## src/rtl/mult_seq_ctrl_pkg.sv

```systemverilog
// Shared types and defaults for the sequential MULT/MULTU controller.
package mult_seq_pkg;

    typedef enum logic [1:0] {
        IDLE = 2'd0,
        RUN  = 2'd1,
        FIX  = 2'd2,
        DONE = 2'd3
    } mult_state_t;

    localparam int MULT_W_DEF = 32;

endpackage

```

## src/rtl/mult_seq_ctrl_if.sv

```systemverilog
// Request/result bundle between the EX stage and the multiplier controller.
// start is accepted only while busy is low; a request seen while busy is
// dropped, not queued. done pulses for one cycle when hi/lo hold a new product.
interface mult_seq_ctrl_if #(parameter int WIDTH = 32);

    logic             start;
    logic             signed_op;
    logic [WIDTH-1:0] op_a;
    logic [WIDTH-1:0] op_b;
    logic             flush;
    logic             busy;
    logic             done;
    logic [WIDTH-1:0] hi;
    logic [WIDTH-1:0] lo;

    modport master (
        output start, signed_op, op_a, op_b, flush,
        input  busy, done, hi, lo
    );

    modport slave (
        input  start, signed_op, op_a, op_b, flush,
        output busy, done, hi, lo
    );

endinterface

```

## src/rtl/mult_seq_ctrl_adder.sv

```systemverilog
// Ripple-carry adder built from full_adder cells; shared by every RUN cycle.
module full_adder (
    input  logic a,
    input  logic b,
    input  logic cin,
    output logic s,
    output logic cout
);
    assign s    = a ^ b ^ cin;
    assign cout = (a & b) | (cin & (a ^ b));
endmodule

module ripple_adder #(
    parameter int WIDTH = 32
) (
    input  logic [WIDTH-1:0] a,
    input  logic [WIDTH-1:0] b,
    input  logic             cin,
    output logic [WIDTH-1:0] s,
    output logic             cout
);
    logic [WIDTH:0] c;

    assign c[0] = cin;
    assign cout = c[WIDTH];

    for (genvar i = 0; i < WIDTH; i++) begin : g_fa
        full_adder u_fa (
            .a    (a[i]),
            .b    (b[i]),
            .cin  (c[i]),
            .s    (s[i]),
            .cout (c[i+1])
        );
    end
endmodule

```

## src/rtl/mult_seq_ctrl.sv

```systemverilog
// Radix-2 shift-add multiplier controller: magnitudes are multiplied over
// WIDTH cycles, then the sign is applied in a single fix-up cycle.
module mult_seq_ctrl
    import mult_seq_pkg::*;
#(
    parameter int WIDTH = MULT_W_DEF
) (
    input  logic                  clk,
    input  logic                  rst_n,
    mult_seq_ctrl_if.slave        bus,
    output mult_state_t           state_dbg
);

    localparam int CW = $clog2(WIDTH);
    localparam logic [CW-1:0] LAST = CW'(WIDTH - 1);

    mult_state_t        state, state_next;
    logic [CW-1:0]      cnt;
    logic [2*WIDTH-1:0] acc;
    logic [WIDTH-1:0]   mcand;
    logic               neg;
    logic [WIDTH-1:0]   hi_q, lo_q;

    logic               load, shift, fix;
    logic [WIDTH-1:0]   mag_a, mag_b, addend, sum;
    logic               carry;
    logic [2*WIDTH-1:0] acc_fixed;

    // |0x80..0| wraps back to 0x80..0, which is the correct unsigned magnitude.
    assign mag_a = (bus.signed_op && bus.op_a[WIDTH-1]) ? (~bus.op_a + WIDTH'(1)) : bus.op_a;
    assign mag_b = (bus.signed_op && bus.op_b[WIDTH-1]) ? (~bus.op_b + WIDTH'(1)) : bus.op_b;

    assign addend    = acc[0] ? mcand : '0;
    assign acc_fixed = neg ? (~acc + (2*WIDTH)'(1)) : acc;

    ripple_adder #(.WIDTH(WIDTH)) u_adder (
        .a    (acc[2*WIDTH-1:WIDTH]),
        .b    (addend),
        .cin  (1'b0),
        .s    (sum),
        .cout (carry)
    );

    always_comb begin
        state_next = state;
        load       = 1'b0;
        shift      = 1'b0;
        fix        = 1'b0;
        case (state)
            IDLE, DONE: begin
                if (bus.start) begin
                    load       = 1'b1;
                    state_next = RUN;
                end else begin
                    state_next = IDLE;
                end
            end
            RUN: begin
                shift = 1'b1;
                if (cnt == LAST) state_next = FIX;
            end
            FIX: begin
                fix        = 1'b1;
                state_next = DONE;
            end
            default: state_next = IDLE;
        endcase
        // Flush abandons the operation from any state and drops a same-cycle start.
        if (bus.flush) begin
            state_next = IDLE;
            load       = 1'b0;
            shift      = 1'b0;
            fix        = 1'b0;
        end
    end

    always_ff @(posedge clk) begin
        if (!rst_n) begin
            state <= IDLE;
            cnt   <= '0;
            acc   <= '0;
            mcand <= '0;
            neg   <= 1'b0;
            hi_q  <= '0;
            lo_q  <= '0;
        end else begin
            state <= state_next;
            if (load) begin
                mcand <= mag_a;
                acc   <= {{WIDTH{1'b0}}, mag_b};
                neg   <= bus.signed_op & (bus.op_a[WIDTH-1] ^ bus.op_b[WIDTH-1]);
                cnt   <= '0;
            end
            if (shift) begin
                acc <= {carry, sum, acc[WIDTH-1:1]};
                cnt <= cnt + CW'(1);
            end
            // Result registers load with the signed product so they show it in DONE.
            if (fix) begin
                acc  <= acc_fixed;
                hi_q <= acc_fixed[2*WIDTH-1:WIDTH];
                lo_q <= acc_fixed[WIDTH-1:0];
            end
        end
    end

    assign bus.busy  = (state == RUN) || (state == FIX);
    assign bus.done  = (state == DONE);
    assign bus.hi    = hi_q;
    assign bus.lo    = lo_q;
    assign state_dbg = state;

endmodule

```

## src/flat_wrapper.sv

```systemverilog
// flat-port wrapper written by rule: the top's interface ports become plain ports
module mult_seq_ctrl_flat import mult_seq_pkg::*;
#(
    parameter int WIDTH = MULT_W_DEF
)
  (clk, rst_n, state_dbg, bus_start, bus_signed_op, bus_op_a, bus_op_b, bus_flush, bus_busy, bus_done, bus_hi, bus_lo);
  mult_seq_ctrl_if #(.WIDTH(WIDTH)) bus_i ();
  input  logic clk;
  input  logic rst_n;
  output mult_state_t state_dbg;
  input wire logic [$bits(bus_i.start)-1:0] bus_start;
  input wire logic [$bits(bus_i.signed_op)-1:0] bus_signed_op;
  input wire logic [$bits(bus_i.op_a)-1:0] bus_op_a;
  input wire logic [$bits(bus_i.op_b)-1:0] bus_op_b;
  input wire logic [$bits(bus_i.flush)-1:0] bus_flush;
  output wire logic [$bits(bus_i.busy)-1:0] bus_busy;
  output wire logic [$bits(bus_i.done)-1:0] bus_done;
  output wire logic [$bits(bus_i.hi)-1:0] bus_hi;
  output wire logic [$bits(bus_i.lo)-1:0] bus_lo;
  assign bus_i.start = bus_start;
  assign bus_i.signed_op = bus_signed_op;
  assign bus_i.op_a = bus_op_a;
  assign bus_i.op_b = bus_op_b;
  assign bus_i.flush = bus_flush;
  assign bus_busy = bus_i.busy;
  assign bus_done = bus_i.done;
  assign bus_hi = bus_i.hi;
  assign bus_lo = bus_i.lo;
  mult_seq_ctrl #(.WIDTH(WIDTH)) u_core (.clk(clk), .rst_n(rst_n), .bus(bus_i), .state_dbg(state_dbg));
endmodule
```

## config.mk

```make
export PLATFORM = sky130hd
export DESIGN_NAME = mult_seq_ctrl_flat
export DESIGN_NICKNAME = d
export VERILOG_FILES = /design/src/rtl/mult_seq_ctrl_pkg.sv /design/src/rtl/mult_seq_ctrl_if.sv /design/src/rtl/mult_seq_ctrl_adder.sv /design/src/rtl/mult_seq_ctrl.sv /design/src/flat_wrapper.sv
export SDC_FILE = /design/constraint.sdc
export NUM_CORES = 1
export LEC_CHECK = 0
export CAP_MARGIN = 20
export CORE_ASPECT_RATIO = 0.7
export CORE_UTILIZATION = 45
export DETAILED_ROUTE_END_ITERATION = 10
export GPL_TIMING_DRIVEN = 1
export PLACE_DENSITY = 0.64
export SLEW_MARGIN = 20
export SYNTH_ARGS = -nofsm -noshare
export SYNTH_HDL_FRONTEND = slang
export SYNTH_SLANG_ARGS = --single-unit
export TNS_END_PERCENT = 100
```

## constraint.sdc

```tcl
create_clock -name clk -period 38.6 [get_ports clk]
set_input_delay 5.79 -clock clk [delete_from_list [all_inputs] [get_ports clk]]
set_output_delay 5.79 -clock clk [all_outputs]
set_load 0.01 [all_outputs]
```

Word level (Yosys, flattened, before mapping). Index checks and enable logic that the tools add are counted.

Flip-flop bits (word level): 168. Bits in latches: 0. Bits in writable memories: 0. Bits in read-only memories: 0. Input bits: 69. Output and inout bits: 68. Word-level logic and storage cells: 206. Memories: 0.

Add/subtract/negate cells: 4. $mul: 0. Divide/modulo/power cells: 0. Order comparisons: 0. Eq/ne operators: 5. Shifts and indexed selects: 0. Muxes and demuxes: 19. Bitwise logic cells: 163. Reduce and logical (&&, ||, !) cells: 8.

Operators by type and width (number): 64-bit 2-to-1 mux (4); 32-bit 2-to-1 mux (3); 32-bit by 1-bit adder with 32-bit output, second input constant (2); 64-bit by 1-bit adder with 64-bit output, second input constant (1); 1-bit AND (64); 32-bit inverter (2); 64-bit inverter (1); 1-bit XOR (64); 1-bit bitwise OR (31); 5-bit 2-to-1 mux (2); 1-bit 2-to-1 mux (8); 2-bit case mux with 3 select lines (1); 5-bit by 1-bit adder with 5-bit output, second input constant (1); 5-bit equality test, second input constant (1); 2-bit equality test, second input constant (2); 2-bit OR reduction (2); 3-bit nonzero test (1); 2-bit by 1-bit equality test with 1-bit output, second input constant (1); 1-bit logical AND (2); 2-bit logical NOT (1); 2-bit 2-to-1 mux (1); 2-bit by 1-bit inequality test with 1-bit output, second input constant (1); 2-bit nonzero test (1); 1-bit logical OR (1); 1-bit inverter (1).

Logic depth before layout (Yosys ltp).
Word-level depth: 66. Gate-level depth with buffers: 40. Depth with buffers taken out: 39.

Cells and area by module. A second synthesis with hierarchy kept.

Cell total of the unflattened synthesis: 1342. Area, all modules: 10791.6 sq um.

Modules (own cells, without submodules): mult_seq_ctrl (times used 1, cells each 1310, area an instance 10151.0 sq um, seq. area each 3363.2 sq um); full_adder (times used 32, cells each 1, area an instance 20.0 sq um, seq. area each 0.0 sq um).

Worst setup path before layout. No wires, ideal clock.

Path type: reg-to-reg. Start point: reg u_core.acc[0]. End point: reg u_core.acc[62]. Library setup time: 0.128 ns. Arrival time: 12.881 ns. Required time: 38.472 ns. Slack: 25.591 ns. Cell stages (with the launch flop): 40. Buffers on the path: 2. Period minus slack after synthesis: 13.009 ns. Cells stage by stage: dfxtp_1 > clkbuf_1 > buf_1 > nand2_1 > fa_1 > fa_1 > fa_1 > fa_1 > fa_1 > fa_1 > fa_1 > fa_1 > fa_1 > fa_1 > fa_1 > fa_1 > fa_1 > fa_1 > (+4 left out) > fa_1 > fa_1 > fa_1 > fa_1 > fa_1 > fa_1 > fa_1 > fa_1 > fa_1 > fa_1 > fa_1 > inv_1 > fa_1 > inv_1 > fa_1 > nor2_1 > a21oi_1 > o21bai_1.

Longest elaborated chain between the ends: 65. Elaborated cells on any way between the ends: 129. Classes of those cells: add/sub (1); mux (4); bitwise (124).

Ends and longest elaborated chain: start, declared (RTL line mult_seq_ctrl.sv:19) `logic [2*WIDTH-1:0] acc;`; start signal, assigned (RTL line mult_seq_ctrl.sv:90) `acc <= {{WIDTH{1'b0}}, mag_b};`; start signal, assigned (RTL line mult_seq_ctrl.sv:95) `acc <= {carry, sum, acc[WIDTH-1:1]};`; start signal, assigned (RTL line mult_seq_ctrl.sv:100) `acc <= acc_fixed;`; 32-bit 2-to-1 mux (RTL line mult_seq_ctrl.sv:33) `assign addend = acc[0] ? mcand : '0;`; 1-bit AND / 1-bit XOR (equally long branches) (RTL line mult_seq_ctrl_adder.sv:10) `assign cout = (a & b) | (cin & (a ^ b));`; 1-bit AND (RTL line mult_seq_ctrl_adder.sv:10); 1-bit bitwise OR (RTL line mult_seq_ctrl_adder.sv:10); 1-bit AND (RTL line mult_seq_ctrl_adder.sv:10); 1-bit bitwise OR (RTL line mult_seq_ctrl_adder.sv:10); 1-bit AND (RTL line mult_seq_ctrl_adder.sv:10); 1-bit bitwise OR (RTL line mult_seq_ctrl_adder.sv:10); (+49 left out); 1-bit bitwise OR (RTL line mult_seq_ctrl_adder.sv:10); 1-bit AND (RTL line mult_seq_ctrl_adder.sv:10); 1-bit bitwise OR (RTL line mult_seq_ctrl_adder.sv:10); 1-bit AND (RTL line mult_seq_ctrl_adder.sv:10); 1-bit bitwise OR (RTL line mult_seq_ctrl_adder.sv:10); 1-bit XOR (RTL line mult_seq_ctrl_adder.sv:9) `assign s = a ^ b ^ cin;`; 64-bit 2-to-1 mux (RTL line mult_seq_ctrl.sv:94) `if (shift) begin`; 64-bit 2-to-1 mux * (RTL line mult_seq_ctrl.sv:99) `if (fix) begin`.

Mark *: on every way between the ends. The rest lies on a longest branch, timed or not. A chain may end at the register's enable or synchronous reset.

Worst setup path in the final report. Ends and elaborated chain as after synthesis.

==> summary.txt <==
Synth
  • Yosys top cell by area: dfxtp_1
  • Post-Syn Instances: 1,410
  • Synthesized area: 11,000 um2
  • Fraction of registers with async set/reset: 0%
  • Share of the synthesized area in the top cell type: 30.7%
  • Synth cell types: 78
  • Top FF cell, synth: dfxtp_1
  • Mapped Nets: 1,519
  • Area contributors post-synth: dfxtp_1 (31%), fa_1 (5.7%), nor2_1 (5.0%)
  • Post-synth EDFFs: 0
  • Yosys reg bits: 168
  • Avg Cell Area, Syn: 7.77 um2
  • Synth warn: 0
  • Post-synthesis sequential area ratio: 30.7%

Clock network
  • Post-CTS Resized: 0
  • Worst skew pair latency: 0.45 ns
  • CTS Buf Count: 17
  • Post-CTS Hold Buffers: 0
  • Clock sink count: 168
  • Max clock buf depth: 2
  • Max H-tree Level: 4
  • CTS tree: done
  • Post-CTS Setup Bufs: 0
  • Root Buffer: clkbuf_16
  • Worst-path clk slew: 0.07 ns

Detailed routing
  • Antenna Nets Post-Route: 0
  • Drt wl/cell: 21.2 um
  • Iter 0 DRT Violations: 1,306
  • Post-Route WL: 38,300 um
  • Drt pass-1 iters: 5
  • DRC: 0
  • Vias/cell: 6.20
  • DR vias: 11,200

Power and ir drop
  • Sequential fraction of design power: 40.8%
  • PwrDens: 35.8 nW/um2
  • Lkg Pwr: 4.22 nW
  • Clock share of power: 37.4%
  • Comb power frac: 21.9%
  • Pint: 0.316 mW
  • Psw: 0.151 mW
  • Sw frac: 32.4%
  • Worst IR Drop VDD: 0.0313 mV

Finish
  • Layout cell share with drive strength beyond 1: 6.19%
  • Final net count: 1,584
  • Ant diodes: 0
  • Area delta synth->final: 19.0%
  • # fillers: 2,274
  • Final Cell Area: 13,000 um2
  • Most frequent cells in the layout: dfxtp_1 (167), nor2_1 (145), nand2_1 (142), clkdlybuf4s50_1 (135), a21oi_1 (91)
  • Commonest non-fill, non-tap cell in the layout: dfxtp_1
  • Final core occ: 54.8%

Setup path
  • Gate family responsible for the most delay along the worst path: adder cells
  • Crit. End Element: register
  • Worst path slowest cell: fa_1
  • CP max FO: 37
  • CP arrival: 13.93 ns
  • Depth of the most critical reg-to-reg path: 38
  • Buf+Inv Stages, Crit Path: 3
  • Req. time, crit path: 38.91 ns
  • Most frequent CP cell: fa_1
  • Worst path depth: 38
  • Crit start category: register
  • Largest stage delay, worst path: 0.47 ns
  • Critical path class: reg2reg

Floorplanning
  • # IOs: 137
  • Chip Width: 188 um
  • Core area: 23,800 um2
  • Die H: 133 um
  • FP Rows: 47
  • Die area: 25,000 um2
  • Starting density of the core: 46.1%

Placement
  • Port bufs: 136
  • Hpwl dp: 27,000 um
  • Final GP Congestion: 0.968
  • DP Area: 12,400 um2

Timing
  • Hold Slack: 0.452 ns
  • Setup-failing EPs final: 0
  • Final hold violation count: 0
  • Final setup TNS: 0 ns
  • Slew @ Worst Pin: 1.14 ns
  • Max Fclk: 0.0734 GHz
  • Fin crit share: 35.3%
  • RSZ-0062 raised after global routing: no
  • Period minus WS final: 13.62 ns
  • Worst slew margin: 23.8%
  • Slew Viols, Final: 0
  • Fin Clk Skew: 0.0105 ns

Job
  • Max Cap Viol: 0

Min path
  • Min-Delay Path Depth: 2
  • Worst min path class: reg2reg

Global routing
  • Vias in the first global route: 9,872
  • Largest net degree at the start of global routing: 63
  • Gr usage total: 30.7%
  • First-pass GRT wire length: 59,000 um
  • Initial antenna violation count: 1
  • Total global routing overflow: 0

Status
  • Status: complete, no violations
[synthesized netlist by cell type, drive strengths merged (3+ instances only)]
cell type,number
or4,22
o41ai,19
o22ai,15
o311ai,5
a31oi,21
a21oi,92
or3,23
nand2,142
xor2,29
ha,9
nand2b,6
o31a,4
nand3,43
mux2i,9
a221oi,4
o221ai,6
nor2,146
a22o,4
mux2,9
inv,50
nor2b,4
o21a,6
o31ai,23
a22oi,14
o32ai,4
nor3,51
o21ai,93
nor3b,3
a211oi,36
buf,25
a21o,5
and3,7
nor4,23
fa,31
o2111ai,4
o32a,7
xnor2,62
clkbuf,88
dfxtp,168
nand4,29
o211ai,25
or2,7
and2,9
[registers in the layout (all words and copies together) (netlist names)]
signal,flops
u_core.bus.lo,32
u_core.bus.hi,32
u_core.acc,64
u_core.neg,1
u_core.mcand,32
u_core.state_dbg,2
u_core.cnt,5
[metrics by stage]
step | total power, mW | worst slack (ns) | instances
after floorplan | 0.253 | 25.59 | 1410
after global placement | 0.292 | 25.28 | 1773
after detailed placement | 0.292 | 25.15 | 1773
after CTS | 0.465 | 25.05 | 1804
after global routing | 0.485 | 24.54 | 1805
final | 0.467 | 24.98 | 1805
[path summary, 6_finish.rpt]
kind                          start                end  slack [ns]
hold reg to reg   u_core.bus.hi[23]  u_core.bus.hi[23]        0.45
setup reg to reg      u_core.acc[0]     u_core.acc[62]       24.98
hold / removal    u_core.bus.hi[23]  u_core.bus.hi[23]        0.45
setup / recovery      u_core.acc[0]     u_core.acc[62]       24.98
[layer usage]
layer	track usage (%)	up-vias	wire length, um
li1	-	5268	-
met1	47.4	5290	18600
met2	38.7	597	14500
met3	12.2	45	4860
met4	6.27	0	418
met5	0	-	0
[worst reg2reg max path: cells and delay by family, from the launching register on]
kind            cells  cell delay, ns
compound gates      2            0.20
fa+ha+maj          31           12.28
buf+inv             3            0.48
flops               1            0.32
simple gates        2            0.19
[kinds of logic after synthesis]
logic type / count (synthesis) / synth area share [%]
buffers and inverters: 163 / 5.79
flip-flops: 168 / 30.7
AO/OA/AOI/OAI: 406 / 24.5
adder cells (fa/ha/maj): 40 / 6.69
multiplexers: 18 / 1.75
XOR/XNOR: 91 / 7.28
AND/OR/NAND/NOR: 524 / 23.2
[power by group through the flow]
stage               Combinational [mW]  Clock [mW]  Sequential, mW
finish                           0.102       0.175           0.190
detailed placement              0.0986           0           0.194
global placement                0.0981           0           0.193
global route                     0.109       0.185           0.191
CTS                             0.0992       0.176           0.190
floorplan                       0.0626           0           0.190
[cell type report]
type / instances / area (um2) / area share [%]
clock buffers: 20 / 457 / 3.50
clock inverters: 11 / 124 / 0.951
inverters: 50 / 188 / 1.44
multi-input cells: 1079 / 6970 / 53.5
flip-flops and latches: 168 / 3360 / 25.8
well taps: 318 / 398 / 3.05
repair buffers: 159 / 1530 / 11.7
No activity file was read; power rests on OpenSTA's default activity.
